### src/rtl/coin_pkg.sv
// coin_pkg: shared code constants, FSM state type and pattern helpers for the coin input conditioner.
//   encode()  - maps a one-hot 5-bit switch pattern to its 3-bit coin code
//   one_hot() - true when exactly one of the five switches is high
package coin_pkg;

    localparam logic [2:0] COIN_C0     = 3'b000;
    localparam logic [2:0] COIN_C1     = 3'b001;
    localparam logic [2:0] COIN_C2     = 3'b010;
    localparam logic [2:0] COIN_C3     = 3'b011;
    localparam logic [2:0] COIN_CANCEL = 3'b100;

    typedef enum logic {ARMED, HOLD} state_e;

    function automatic logic [2:0] encode(input logic [4:0] sw);
        return sw[4] ? COIN_CANCEL : sw[3] ? COIN_C3 : sw[2] ? COIN_C2 : sw[1] ? COIN_C1 : COIN_C0;
    endfunction

    function automatic logic one_hot(input logic [4:0] sw);
        return (sw != 5'd0) && ((sw & (sw - 5'd1)) == 5'd0);
    endfunction

endpackage

### src/rtl/coin_input_conditioner_sw_debounce.sv
// sw_debounce: two-flop synchroniser plus hold-window debounce for a W-bit switch bus.
//   clk_i    - clock
//   rst_i    - synchronous active-high reset
//   sw_i     - raw asynchronous switch levels
//   stable_o - debounced pattern; updates only after DEBOUNCE_CYCLES unchanged samples
module sw_debounce #(
    parameter int W               = 5,
    parameter int DEBOUNCE_CYCLES = 1_000_000,
    parameter int CNT_W           = 20
) (
    input  logic         clk_i,
    input  logic         rst_i,
    input  logic [W-1:0] sw_i,
    output logic [W-1:0] stable_o
);

    logic [W-1:0]     s1_q, s2_q, cand_q, cand_d, stable_q, stable_d;
    logic [CNT_W-1:0] cnt_q, cnt_d;

    // Any change of the synchronised pattern restarts the window; once the
    // window completes the counter parks and stable keeps tracking cand.
    always_comb begin
        cand_d   = s2_q;
        cnt_d    = s2_q != cand_q ? '0 : cnt_q == CNT_W'(DEBOUNCE_CYCLES - 1) ? cnt_q : cnt_q + CNT_W'(1);
        stable_d = s2_q == cand_q && cnt_q == CNT_W'(DEBOUNCE_CYCLES - 1) ? cand_q : stable_q;
    end

    always_ff @(posedge clk_i) begin
        if (rst_i) begin
            s1_q     <= '0;
            s2_q     <= '0;
            cand_q   <= '0;
            cnt_q    <= '0;
            stable_q <= '0;
        end else begin
            s1_q     <= sw_i;
            s2_q     <= s1_q;
            cand_q   <= cand_d;
            cnt_q    <= cnt_d;
            stable_q <= stable_d;
        end
    end

    assign stable_o = stable_q;

endmodule

### src/rtl/coin_input_conditioner.sv
// coin_input_conditioner: debounces SW[4:0] and emits one coin_valid pulse per one-hot insertion.
//   CLOCK_50   - clock
//   reset      - synchronous active-high reset
//   SW         - raw switches (SW0..SW3 coins, SW4 cancel)
//   coin_valid - single-cycle pulse per accepted insertion
//   coin_code  - code qualified by coin_valid
//   stable_sw  - debounced pattern
//   busy       - high while waiting for full release
//   err        - sticky multi-hot flag when COIN_MULTI_ERR_EN is defined, else tied 0
module coin_input_conditioner
    import coin_pkg::*;
#(
    parameter int DEBOUNCE_CYCLES = 1_000_000,
    parameter int CNT_W           = 20
) (
    input  logic       CLOCK_50,
    input  logic       reset,
    input  logic [4:0] SW,
    output logic       coin_valid,
    output logic [2:0] coin_code,
    output logic [4:0] stable_sw,
    output logic       busy,
    output logic       err
);

    state_e     state_q, state_d;
    logic       valid_q, valid_d;
    logic [2:0] code_q, code_d;

    sw_debounce #(.W(5), .DEBOUNCE_CYCLES(DEBOUNCE_CYCLES), .CNT_W(CNT_W)) u_deb (
        .clk_i    (CLOCK_50),
        .rst_i    (reset),
        .sw_i     (SW),
        .stable_o (stable_sw)
    );

    always_ff @(posedge CLOCK_50) begin
        if (reset) begin
            state_q <= ARMED;
            valid_q <= 1'b0;
            code_q  <= COIN_C0;
        end else begin
            state_q <= state_d;
            valid_q <= valid_d;
            code_q  <= code_d;
        end
    end

    // Any non-zero pattern leaves ARMED; only all-released returns from HOLD.
    always_comb begin
        state_d = state_q == ARMED ? (stable_sw != 5'd0 ? HOLD : ARMED) : (stable_sw == 5'd0 ? ARMED : HOLD);
    end

    always_comb begin
        valid_d = state_q == ARMED && one_hot(stable_sw);
        code_d  = valid_d ? encode(stable_sw) : code_q;
    end

`ifdef COIN_MULTI_ERR_EN
    logic err_q;
    always_ff @(posedge CLOCK_50) begin
        if (reset) err_q <= 1'b0;
        else if (state_q == ARMED && stable_sw != 5'd0 && !one_hot(stable_sw)) err_q <= 1'b1;
    end
    assign err = err_q;
`else
    assign err = 1'b0;
`endif

    assign coin_valid = valid_q;
    assign coin_code  = code_q;
    assign busy       = state_q == HOLD;

endmodule
### config.mk
export PLATFORM = sky130hd
export DESIGN_NAME = coin_input_conditioner
export DESIGN_NICKNAME = d
export VERILOG_FILES = /design/src/rtl/coin_pkg.sv /design/src/rtl/coin_input_conditioner_sw_debounce.sv /design/src/rtl/coin_input_conditioner.sv
export SDC_FILE = /design/constraint.sdc
export NUM_CORES = 1
export LEC_CHECK = 0
export CORE_ASPECT_RATIO = 0.5
export CORE_MARGIN = 2
export CORE_UTILIZATION = 50
export CTS_BUF_LIST = sky130_fd_sc_hd__clkbuf_4 sky130_fd_sc_hd__clkbuf_8
export CTS_CLUSTER_DIAMETER = 200
export DETAILED_ROUTE_END_ITERATION = 7
export PLACE_DENSITY = 0.71
export SYNTH_ARGS = -nofsm -noshare
export SYNTH_HDL_FRONTEND = slang
export SYNTH_SLANG_ARGS = --single-unit
### constraint.sdc
create_clock -name CLOCK_50 -period 2.6 [get_ports CLOCK_50]
set_input_delay 0.26 -clock CLOCK_50 [delete_from_list [all_inputs] [get_ports CLOCK_50]]
set_output_delay 0.26 -clock CLOCK_50 [all_outputs]
set_load 0.01 [all_outputs]
# Yosys cells after proc, flatten, opt, wreduce, memory -nomap -nowiden
# Index checks and enable logic that the tools add are counted.
[word_totals]
register_bits = 45
inputBits = 7
out_inout_bits = 11
elab_cells = 29
[op_classes]
n_addsub = 2
n_eq_ne = 3
n_mux = 7
bitwise_logic = 2
n_reduce_logical = 7
[op_table]
columns = ["op", "count"]
rows = [
  ["20-bit by 1-bit adder with 20-bit output, second input constant", 1],
  ["20-bit == test, second input constant", 1],
  ["5-bit logical NOT", 2],
  ["5-bit bitwise AND", 1],
  ["5-bit == test", 1],
  ["5-bit inequality test", 1],
  ["5-bit nonzero test", 1],
  ["5-bit by 1-bit subtractor with 5-bit output, second input constant", 1],
  ["1-bit 2-to-1 mux", 4],
  ["2-bit 2-to-1 mux", 2],
  ["1-bit logical AND", 3],
  ["3-bit 2-to-1 mux", 1],
  ["2-bit OR reduction", 1],
  ["1-bit inverter", 1],
]

# Depth between registers and ports, before layout
[logic_depth]
depth_word = 5
mapped_depth = 6
mapped_depth_nobuf = 5

# Hierarchy
# Synthesis repeated with hierarchy kept, for this count alone.
[hier_totals]
hier_cells = 219
area_unflattened_um2 = 1969.4
[modules_own_cells]
columns = ["mod", "instances", "cells_per_inst", "area_per_inst_um2", "seq_area_each_um2"]
rows = [
  ["sw_debounce", 1, 183, 1681.6, 800.8],
  ["coin_input_conditioner", 1, 36, 287.8, 100.1],
]

# Worst setup path after synthesis
# Ideal clock, no wire load.
[synth_path]
path_kind = "flip-flop to flip-flop"
start = "register u_deb.cnt_q[0]"
end = "register u_deb.stable_q[0], in the netlist u_deb.stable_o[0]"
setup_time_ps = 72
t_arrival_ps = 1797
required_time_ps = 2528
path_slack_ps = 732
path_stages_with_launch = 7
n_path_buf = 1
synth_period_minus_slack_ps = 1868
cell_sequence = "dfxtp_1 > ha_1 > nand3_1 > nor3_1 > and4_1 > buf_6 > mux2i_1"
[synth_between]
elab_chain_cells = 2
[synth_lines]
columns = ["element", "line", "rtl"]
rows = [
  ["from (decl)", "coin_input_conditioner_sw_debounce.sv:18", "logic [CNT_W-1:0] cnt_q, cnt_d;"],
  ["from (signal assigned)", "coin_input_conditioner_sw_debounce.sv:39", "cnt_q <= cnt_d;"],
  ["20-bit == test", "coin_input_conditioner_sw_debounce.sv:25", "stable_d = s2_q == cand_q && cnt_q == CNT_W'(DEBOUNCE_CYCLES - 1) ? cand_q : stable_q;"],
  ["1-bit logical AND", "coin_input_conditioner_sw_debounce.sv:25", ""],
  ["to (signal assigned)", "coin_input_conditioner_sw_debounce.sv:40", "stable_q <= stable_d;"],
  ["to (decl)", "coin_input_conditioner_sw_debounce.sv:17", "logic [W-1:0] s1_q, s2_q, cand_q, cand_d, stable_q, stable_d;"],
]
# No other way between the ends.
# A chain may end at the register's enable or synchronous reset.

# Final worst setup path
[layout_path]
start = "register u_deb.cnt_q[11]"
end = "register u_deb.stable_q[0], in the netlist u_deb.stable_o[0]"
# The elaborated chain is that of the path after synthesis.

==> metrics.txt <==
status=complete, no violations; Synth area leaders=dfxtp_1, nor2b_1, nand2b_1; Worst Path Arrival=2.36 ns; Yosys top cell by area=dfxtp_1; vias in the first global route=between 1k and 1.5k; combinational share of power=4.0%; Final Max Slew Viols=0; Worst-path clk slew=0.08 ns; die width=~92 um; first-pass GRT wire length=between 5000 and 6000 um; Setup-failing EPs final=0; DRC errors left=0; min-delay src=u_deb.s1_q[4]$_SDFF_PP0_; Post-Synthesis Cells=207; clk buf depth=2; crit path launch type=flip-flop; post-synthesis adder-cell area fraction=less than 1%; CTS Sinks=45; Max Clk Rate=469 MHz; Post-Synth XOR/XNOR Area=7.26%; Final Hold Vio Count=0; Post-Syn Area per Cell=9.33 um^2; internal power=1.11 mW; Final TNS setup=0 ns; Period Utilization, post-route=82.0%; DIE HEIGHT=around 48 um; Reg2Reg Launch Point=u_deb.cnt_q[11]$_SDFFE_PP0P_; PortBufs=16; Max stage delay cell, worst path=or4b_4; CTS tree=done; r2r worst-path depth=4; final wirelength=3480 um; Final GP Congestion=approximately 0.76; most common cell in the netlist=dfxtp_1; Pleak=roughly 0.77 nW; Reg power frac=51.3%; ys flop type=dfxtp_1; largest net degree at the start of global routing=31; Num CTS Buffers=5; R2R setup slack=0.47 ns; ant diodes=0; largest family of logic cells by synthesized area=simple AND/OR/NAND/NOR gates; GRT Total Usage=16.9%; worst endpoint required time=2.82 ns; DR WL/cell=12.5 um; CP Cell Sequence=or4b_4, nor4_4, and4_1, mux2i_1; PwrDens=607 mW/mm^2; worst IR drop on VDD=around 0.00039 V; Detailed Place HPWL=2350 um; Clock power frac=between 40% and 50%; Post-Synth Simple-Gate Area=30.3%; worst slew pin tran=0.684 ns; clock latency on the worst-skew pair=0.30 ns; Syn. warnings=0; number of enable flip-flop cells after synthesis=0; Area growth, synth to finish=17.7%; Cell Count, Final, Fillers Out=278; Vias/cell=5.32; htree depth=2; RSZ-0062 raised after global routing=no; Hold WC Path Type=reg -> reg; Post-Syn Area=0.00193 mm^2; Hold EP=u_deb.cand_d[4]$_SDFF_PP0_; antenna-violating nets left=0; # rows=15; initial core utilization=54.1%; FF-to-FF End=u_deb.stable_o[0]$_SDFFE_PP0P_; Crit path largest cell delay=around 0.57 ns; Hold WS=approximately 0.44 ns; via count=1478; Synth Area in Compound Gates=7.78%; post-synthesis mux area share=4.15%; min cycle time layout=2.13 ns; number of max-cap violations=0; Commonest cells post-synth=dfxtp_1, nor2_1, nor2b_1; initial DRC count=47; sw frac=19.7%; switching component of the power=0.271 mW; Yosys top cell area share=between 40% and 50%; Die Footprint=0.00440 mm^2; Setup Buffers After CTS=0; IO Pins=18; Fin Clk Skew=0.00300 ns; FFs w/ async S/R, synth=0%; Hold Crit Depth=1; Worst Path Max Fanout=7; Setup CP Type=reg -> reg; NumNets Final=234; drt pass-1 iters=4; total nets after synthesis=215; placed insts=270; crit path capture type=flip-flop; share of cells above drive strength 1=under 10%; #FFs+latches synth=45; Clock Root Buffer=clkbuf_8; Slew HR=54.0%; grt ovf=0; fillers=305; hold_buf cts=0; Core Area=0.00357 mm^2; post_cts resized=0; sequential fraction of the synthesis area=46.7%; Synth cell types=38; initial antenna violation count=0
==> cell type report <==
cell class,instances,area [um^2],area share (%)
Sequential cell,45,901,39.6
Inverter,5,18.8,0.826
Tap cell,51,63.8,2.81
Clock buffer,5,68.8,3.03
Clock inverter,3,65.1,2.86
Timing Repair Buffer,19,183,8.04
Multi-Input combinational cell,150,972,42.8
==> placed cells by master, fill, tap and decap left out, types with 2 or more instances in the layout <==
cell / Yosys / layout
dfxtp_1: 45 / 45
clkdlybuf4s50_1: 0 / 16
nor2b_1: 15 / 15
nor2_1: 15 / 15
nand2b_1: 13 / 13
nand3_1: 13 / 13
a21oi_1: 13 / 13
nor3_1: 10 / 10
xnor2_1: 9 / 9
mux2i_1: 8 / 8
xor2_1: 7 / 7
nand2_1: 7 / 7
inv_1: 5 / 5
nor4_1: 5 / 5
clkbuf_8: 0 / 5
nand4_1: 4 / 4
or3_1: 3 / 3
a211o_1: 3 / 3
nand3b_1: 3 / 3
or4_1: 3 / 3
buf_4: 1 / 3
o21ai_0: 2 / 2
o31ai_1: 2 / 2
and4_1: 2 / 2
bufinv_16: 0 / 2
==> power groups by stage <==
stage          clock network (mW)  logic (mW)  registers (mW)
6_report                    0.617      0.0550           0.707
5_1_grt                     0.650      0.0631           0.708
4_1_cts                     0.626      0.0559           0.707
3_5_place_dp                    0      0.0557           0.724
3_3_place_gp                    0      0.0543           0.723
2_1_floorplan                   0      0.0382           0.722
==> flip-flops by register name, indices dropped and copies added (netlist names) <==
name / count
u_deb.cnt_q: 20
u_deb.cand_d: 5
u_deb.cand_q: 5
u_deb.s1_q: 5
u_deb.stable_o: 5
coin_code: 3
busy: 1
coin_valid: 1
==> stage by stage <==
step | setup WS (ns) | area (um^2) | utilization [%] | total power [mW]
after floorplan | 0.732 | 1930 | - | 0.760
after global placement | 0.548 | 2140 | 60.0 | 0.777
after detailed placement | 0.520 | 2140 | 60.0 | 0.779
after CTS | 0.473 | 2270 | 63.7 | 1.39
after global routing | 0.317 | 2270 | 63.7 | 1.42
final | 0.468 | 2270 | 63.7 | 1.38
==> metal layers <==
layer | wire (um) | global-route usage (%) | share of wire, % | vias up
met4 | 34 | 6.57 | 0.98 | 0
met1 | 1750 | 20.3 | 50 | 686
met2 | 1560 | 29.6 | 45 | 24
met3 | 142 | 5.83 | 4.1 | 5
li1 | - | - | - | 763
met5 | 0 | 0 | 0 | -
==> logic make-up after synthesis <==
logic type,Yosys count
xor gates and xnor gates,16
adders and majority gates,1
other,1
buffers and inverters,12
and+or+nand+nor,99
muxes,8
AOI/OAI and AO/OA,25
DFF,45
==> how the worst max path moves through the flow <==
stage	from	to	slack, ns	cells past startpoint
floorplan	u_deb.cnt_q[0]$_SDFFE_PP0P_	u_deb.stable_o[0]$_SDFFE_PP0P_	0.73	6
global placement	u_deb.cnt_q[11]$_SDFFE_PP0P_	u_deb.stable_o[3]$_SDFFE_PP0P_	0.55	4
detailed placement	u_deb.cnt_q[11]$_SDFFE_PP0P_	u_deb.stable_o[3]$_SDFFE_PP0P_	0.52	4
CTS	u_deb.cnt_q[11]$_SDFFE_PP0P_	u_deb.stable_o[0]$_SDFFE_PP0P_	0.47	4
global route	u_deb.cand_q[3]$_SDFF_PP0_	u_deb.cnt_q[4]$_SDFFE_PP0P_	0.32	4
finish	u_deb.cnt_q[11]$_SDFFE_PP0P_	u_deb.stable_o[0]$_SDFFE_PP0P_	0.47	4
==> worst max-delay path, delay by kind of cell, from the launching register on <==
family | cells | cell delay (ns)
and+or+nand+nor | 3 | 1.46
DFF | 1 | 0.35
muxes | 1 | 0.24
(Power assumes the default switching activity.)
